File: src/rtl/clk_div_pkg.sv
// ============================================================================
//  Module      : clk_div_pkg
//  Description : Shared helpers for the multi-channel clock divider:
//                channel-select width derivation, high-time clamp and the
//                minimum legal divide ratio.
//  Revision    : 1.0  - initial release
// ============================================================================
`default_nettype none

package clk_div_pkg;

    // Smallest period a channel can produce (one high cycle, one low cycle).
    localparam int c_MIN_DIV = 2;

    // Width of a channel-select field; never narrower than one bit so a
    // single-channel build still has a legal port.
    function automatic int ch_w(input int n);
        return (n > 1) ? $clog2(n) : 1;
    endfunction

    // A high time that would cover the whole period is pulled back to
    // div-1 so every period keeps at least one low cycle.
    function automatic logic [31:0] clamp_high(input logic [31:0] div,
                                               input logic [31:0] high);
        return (high >= div) ? (div - 32'd1) : high;
    endfunction

endpackage

`default_nettype wire

File: src/rtl/clk_div_chan.sv
// ============================================================================
//  Module      : clk_div_chan
//  Description : One divider channel. Counts 0..D-1, drives a registered
//                divided output (high while cnt < H) and a period-start tick.
//                New ratios wait in a shadow until the next period start.
//  Ports       : clock_in, reset   - clock / synchronous active-high reset
//                i_en              - run enable
//                i_sync            - restart at period start (when enabled)
//                i_wr              - accepted write addressed to this channel
//                i_wr_div/i_wr_high- new period and (already clamped) high time
//                o_clk_out, o_tick - registered outputs aligned with cnt
//                o_pend            - shadow waiting to be applied
//  Revision    : 1.0  - initial release
// ============================================================================
`default_nettype none

module clk_div_chan #(
    parameter int WIDTH       = 16,
    parameter int DEFAULT_DIV = 2
) (
    input  logic             clock_in,
    input  logic             reset,
    input  logic             i_en,
    input  logic             i_sync,
    input  logic             i_wr,
    input  logic [WIDTH-1:0] i_wr_div,
    input  logic [WIDTH-1:0] i_wr_high,
    output logic             o_clk_out,
    output logic             o_tick,
    output logic             o_pend
);

    localparam logic [WIDTH-1:0] c_RST_DIV  = WIDTH'(DEFAULT_DIV);
    localparam logic [WIDTH-1:0] c_RST_HIGH = WIDTH'(DEFAULT_DIV / 2);

    logic [WIDTH-1:0] r_cnt, r_div, r_high, r_sh_div, r_sh_high;
    logic             r_pend, r_run, r_clk_out, r_tick;

    logic [WIDTH-1:0] w_cnt_nxt, w_div_nxt, w_high_nxt, w_sh_div_nxt, w_sh_high_nxt;
    logic             w_pend_nxt, w_wrap, w_start;

    // r_run remembers that the channel was enabled at the previous edge, so
    // a rising enable is treated as a period start.
    assign w_wrap  = r_run && (r_cnt == (r_div - WIDTH'(1)));
    assign w_start = i_en && (!r_run || i_sync || w_wrap);

    always_comb begin
        w_cnt_nxt     = r_cnt;
        w_div_nxt     = r_div;
        w_high_nxt    = r_high;
        w_sh_div_nxt  = r_sh_div;
        w_sh_high_nxt = r_sh_high;
        w_pend_nxt    = r_pend;

        if (!i_en) begin
            // Idle channel: no boundary will ever come, so a pending shadow
            // is copied straight across. A fresh write is parked first.
            w_cnt_nxt = '0;
            if (i_wr) begin
                w_sh_div_nxt  = i_wr_div;
                w_sh_high_nxt = i_wr_high;
                w_pend_nxt    = 1'b1;
            end else if (r_pend) begin
                w_div_nxt  = r_sh_div;
                w_high_nxt = r_sh_high;
                w_pend_nxt = 1'b0;
            end
        end else if (w_start) begin
            // Period start: a write landing on this same edge governs the
            // period that begins here, otherwise the shadow does.
            w_cnt_nxt = '0;
            if (i_wr) begin
                w_div_nxt     = i_wr_div;
                w_high_nxt    = i_wr_high;
                w_sh_div_nxt  = i_wr_div;
                w_sh_high_nxt = i_wr_high;
                w_pend_nxt    = 1'b0;
            end else if (r_pend) begin
                w_div_nxt  = r_sh_div;
                w_high_nxt = r_sh_high;
                w_pend_nxt = 1'b0;
            end
        end else begin
            w_cnt_nxt = r_cnt + WIDTH'(1);
            if (i_wr) begin
                w_sh_div_nxt  = i_wr_div;
                w_sh_high_nxt = i_wr_high;
                w_pend_nxt    = 1'b1;
            end
        end
    end

    always_ff @(posedge clock_in) begin
        if (reset) begin
            r_cnt     <= '0;
            r_div     <= c_RST_DIV;
            r_high    <= c_RST_HIGH;
            r_sh_div  <= c_RST_DIV;
            r_sh_high <= c_RST_HIGH;
            r_pend    <= 1'b0;
            r_run     <= 1'b0;
            r_clk_out <= 1'b0;
            r_tick    <= 1'b0;
        end else begin
            r_cnt     <= w_cnt_nxt;
            r_div     <= w_div_nxt;
            r_high    <= w_high_nxt;
            r_sh_div  <= w_sh_div_nxt;
            r_sh_high <= w_sh_high_nxt;
            r_pend    <= w_pend_nxt;
            r_run     <= i_en;
            // Outputs are decoded from the next count so they line up with
            // r_cnt in the cycle they are visible.
            r_clk_out <= i_en && (w_cnt_nxt < w_high_nxt);
            r_tick    <= w_start;
        end
    end

    assign o_clk_out = r_clk_out;
    assign o_tick    = r_tick;
    assign o_pend    = r_pend;

endmodule

`default_nettype wire

File: src/rtl/clk_div_multi.sv
// ============================================================================
//  Module      : clk_div_multi
//  Description : Runtime-programmable N_CH-channel clock divider. Decodes
//                configuration writes, flags rejected writes and fans out to
//                one clk_div_chan per channel.
//  Ports       : clock_in, reset   - clock / synchronous active-high reset
//                en[N_CH]          - per-channel run enable
//                sync              - restart all enabled channels
//                wr_en/wr_ch/wr_div/wr_high - configuration write
//                clk_out/tick/pend [N_CH]   - per-channel status/outputs
//                wr_err            - one-cycle pulse on a rejected write
//  Revision    : 1.0  - initial release
// ============================================================================
`default_nettype none

module clk_div_multi
    import clk_div_pkg::*;
#(
    parameter int N_CH        = 4,
    parameter int WIDTH       = 16,
    parameter int DEFAULT_DIV = 2
) (
    input  logic                     clock_in,
    input  logic                     reset,
    input  logic [N_CH-1:0]          en,
    input  logic                     sync,
    input  logic                     wr_en,
    input  logic [ch_w(N_CH)-1:0]    wr_ch,
    input  logic [WIDTH-1:0]         wr_div,
    input  logic [WIDTH-1:0]         wr_high,
    output logic [N_CH-1:0]          clk_out,
    output logic [N_CH-1:0]          tick,
    output logic [N_CH-1:0]          pend,
    output logic                     wr_err
);

    logic             w_accept;
    logic [WIDTH-1:0] w_high_c;
    logic             r_wr_err;

    // wr_ch can address past the last channel when N_CH is not a power of
    // two; such writes are rejected along with too-short periods.
    assign w_accept = wr_en && (int'(wr_ch) < N_CH) && (wr_div >= WIDTH'(c_MIN_DIV));
    assign w_high_c = WIDTH'(clamp_high(32'(wr_div), 32'(wr_high)));

    always_ff @(posedge clock_in) begin
        if (reset) begin
            r_wr_err <= 1'b0;
        end else begin
            r_wr_err <= wr_en && !w_accept;
        end
    end

    assign wr_err = r_wr_err;

    for (genvar i = 0; i < N_CH; i++) begin : g_chan
        clk_div_chan #(
            .WIDTH       (WIDTH),
            .DEFAULT_DIV (DEFAULT_DIV)
        ) u_chan (
            .clock_in  (clock_in),
            .reset     (reset),
            .i_en      (en[i]),
            .i_sync    (sync),
            .i_wr      (w_accept && (int'(wr_ch) == i)),
            .i_wr_div  (wr_div),
            .i_wr_high (w_high_c),
            .o_clk_out (clk_out[i]),
            .o_tick    (tick[i]),
            .o_pend    (pend[i])
        );
    end

endmodule

`default_nettype wire

File: config.mk
export PLATFORM = sky130hd
export DESIGN_NAME = clk_div_multi
export DESIGN_NICKNAME = d
export VERILOG_FILES = /design/src/rtl/clk_div_pkg.sv /design/src/rtl/clk_div_chan.sv /design/src/rtl/clk_div_multi.sv
export SDC_FILE = /design/constraint.sdc
export NUM_CORES = 1
export LEC_CHECK = 0
export CORE_MARGIN = 2
export CORE_UTILIZATION = 25
export DETAILED_ROUTE_END_ITERATION = 7
export MAX_ROUTING_LAYER = met4
export PLACE_DENSITY = 0.38
export SYNTH_ARGS = -nofsm -noshare
export SYNTH_HDL_FRONTEND = slang
export SYNTH_SLANG_ARGS = --single-unit
File: constraint.sdc
create_clock -name clock_in -period 17.5 [get_ports clock_in]
set_clock_uncertainty 0.15 [all_clocks]
set_input_delay 5.25 -clock clock_in [delete_from_list [all_inputs] [get_ports clock_in]]
set_output_delay 5.25 -clock clock_in [all_outputs]
set_load 0.1 [all_outputs]
==> reports/metrics.csv <==
stage,metric,value,unit
global_route,antenna_found_initial,1,
layout,finalNonFillerCells,3457,
global_route,grt_pass1_wl,106000,µm
worst_setup_path,cp-end-kind,flop,
global_route,overflow,0,
detailed_routing,via_per_inst,5.11,
worst_hold_path,min_path_type,flop to flop,
worst_setup_path,rrSetupSlack,11880,ps
synthesis,synth_area_per_cell,8.03,µm²
placement,dp_hpwl,47200,µm
clock_tree,cts_tree,yes,
detailed_routing,drt-initial-drc-count,1252,
clock_tree,clock_latency,570,ps
sta,finalCritPeriodShare,63.7,%
synthesis,synthTopCellsByArea,"dfxtp_1 (34%), nand2_1 (5.8%), ha_1 (5.5%)",
sta,setup_viol,0,
power,ir_worst_vdd,0.0553,mV
run,maxCapViolCount,0,
synthesis,ys_seq_elements,337,
synthesis,synth_top_area_share,34.3,%
floorplan,rows,102,
synthesis,ys_seq_area_share,34.3,%
sta,rsz0062_at_grt,no,
sta,slew_headroom,14.6,%
layout,nNetsFinal,2522,
clock_tree,cts_buffer_depth,3,
floorplan,die_area,80900,µm²
status,outcome,"finished, final reports clean",
floorplan,core,77700,µm²
power,power_leakage,0.00812,µW
clock_tree,htreeDepth,2,
layout,drive_gt1_share,7.82,%
sta,fin_tns_setup,0,ps
detailed_routing,vias,17700,
floorplan,die_h,284,µm
floorplan,start_util,25.3,%
worst_setup_path,crit_chain,clkdlybuf4s50_1 -> nor4_1 -> nand3_1 -> o21ai_1 -> or3_1 -> buf_4 -> o21a_1 -> buf_4 -> o21ai_0 -> ha_1 -> a21o_1 -> a21o_1 -> a21o_1 -> a21o_1 -> a21o_1 -> a21o_1 -> a2111oi_0 -> o41a_1,
clock_tree,postCtsSetupBuffers,0,
global_route,grt_pass1_vias,17000,
layout,final_cell_mix,"dfxtp_1 (337), nand2_1 (302), nor2_1 (198)",
worst_setup_path,critical-path-top-delay-family,compound AO/OA/AOI/OAI gates,
detailed_routing,drtPass1Iterations,5,
worst_setup_path,start_kind,primary input,
synthesis,synth_top_flop_cell,dfxtp_1,
worst_setup_path,worstPathMaxFanout,45,
detailed_routing,drt-wirelength-per-cell,19.9,µm
placement,dpl.cell_count,3390,
layout,final_common_cell,dfxtp_1,
worst_setup_path,reg2reg_from,g_chan[3].u_chan.r_div[0],
sta,tightestPinTransition,1250,ps
layout,multi_input_area,11800,µm²
worst_hold_path,hold_start,g_chan[1].u_chan.r_sh_div[11],
sta,layout_min_cycle_time,11150,ps
synthesis,syn_nets,2578,
global_route,grt_max_degree,85,
placement,port_buffers,54,
worst_setup_path,critPathRequiredTime,17860,ps
layout,regArea,6750,µm²
sta,slew_viol_final,0,
layout,fin_util,28.7,%
worst_setup_path,cp_num_buf_inv,3,
placement,routabilityCongestion,0.821,
sta,max_freq,89.7,MHz
worst_setup_path,cpMostUsedCell,a21o_1,
floorplan,die_x,284,µm
detailed_routing,ant_nets,0,
synthesis,ys_types,84,
clock_tree,clockRootBuffer,clkbuf_16,
sta,finalHoldViolCount,0,
worst_setup_path,slowest_stage,nor4_1,
layout,area_growth_syn_to_layout,13.4,%
worst_setup_path,cp.arrival,11520,ps
global_route,gr-usage-all-layers,17.3,%
synthesis,synth_area,19700,µm²
worst_setup_path,crit_type,primary input to flop,
clock_tree,cts_sinks,337,
detailed_routing,wirelength,68700,µm
worst_setup_path,worstSetupStartpoint,wr_div[2],
synthesis,synth_edf_count,0,
synthesis,postSynthCellCount,2450,
synthesis,synth_warnings,0,
floorplan,pin_count,55,
clock_tree,cts_hold_buffers,0,
detailed_routing,drc,0,
clock_tree,cts_made_buffers,42,
worst_setup_path,max_stage_delay,800,ps
synthesis,async_flop_share,0,%
power,p_per_area,86.7,nW/µm²
layout,nFillCells,8350,
clock_tree,cts-resized-gates,0,
clock_tree,clk_pin_slew,60,ps
synthesis,yosysTopAreaCell,dfxtp_1,
## logic make-up (layout without fill, tap and decap cells)
logic type | after synthesis | count (layout) | synth area share (%)
other | 0 | 1 | 0
XOR/XNOR | 147 | 147 | 6.55
buffers and inverters | 293 | 259 | 6.20
multiplexers | 92 | 92 | 4.88
AO/OA/AOI/OAI | 625 | 625 | 21.5
flip-flops | 337 | 337 | 34.3
AND/OR/NAND/NOR | 870 | 870 | 21.1
adder cells (fa/ha/maj) | 86 | 86 | 5.47
## power breakdown
group | switching (µW) | total (µW) | internal (µW) | leakage, µW
logic | 190 | 293 | 103 | 0.00478
clock network | 349 | 819 | 471 | 0.000594
registers | 24.4 | 822 | 798 | 0.00274
total | 563 | 1930 | 1370 | 0.00812
## synthesized netlist by cell type, drive strengths merged (38+ instances only)
master,count
buf,62
mux2i,61
a21o,42
inv,91
nand3b,47
nor2,198
xor2,68
nand2,302
ha,86
nand4,42
a21oi,191
nor3,104
clkbuf,140
a211oi,38
o21ai,110
dfxtp,337
nand3,56
xnor2,79
## worst min-delay path: cells and delay by family, from the launching register on
family	cells	cell delay, ps
simple gates	1	50
flops	1	300
compound gates	1	50
## cell type report
type	count	area share (%)
clock inverter	5	0.241
multi-input combinational	1820	52.9
clock buffer	61	5.22
sequential	337	30.3
timing repair buffer	102	4.04
inverter	91	1.53
antenna	1	0.0112
tap	1040	5.84
## state kept, by name, indices dropped and copies added (netlist names)
register	flops
g_chan.u_chan.r_cnt	64
g_chan.u_chan.r_div	64
g_chan.u_chan.r_high	64
g_chan.u_chan.r_sh_div	64
g_chan.u_chan.r_sh_high	64
g_chan.u_chan.o_clk_out	4
g_chan.u_chan.o_pend	4
g_chan.u_chan.o_tick	4
g_chan.u_chan.r_run	4
wr_err	1
## final timing paths
| check | depth (start not counted) | end |
|---|---|---|
| max | 18 | g_chan[3].u_chan.o_clk_out |
| min | 2 | g_chan[1].u_chan.r_sh_div[11] |
| max reg2reg | 20 | g_chan[3].u_chan.o_clk_out |
| min reg2reg | 2 | g_chan[1].u_chan.r_sh_div[11] |
## routing by layer
metal | wire length, µm | vias to the layer above | track usage (%)
met1 | 34500 | 8612 | 24.3
met3 | 2410 | 77 | 2.01
met2 | 30600 | 321 | 26.5
met5 | 0 | - | -
li1 | - | 8662 | -
met4 | 1210 | 0 | 3.75
## stage by stage
stage	hold slack [ps]	setup WS [ps]	power (µW)	area (µm²)
floorplan	267	7600	1030	19700
global placement	287	6010	1130	21100
detailed placement	292	5890	1130	21100
CTS	300	6490	1970	22300
global route	313	5970	2030	22300
finish	297	6350	1930	22300
Power figures use the tool's default switching activity.
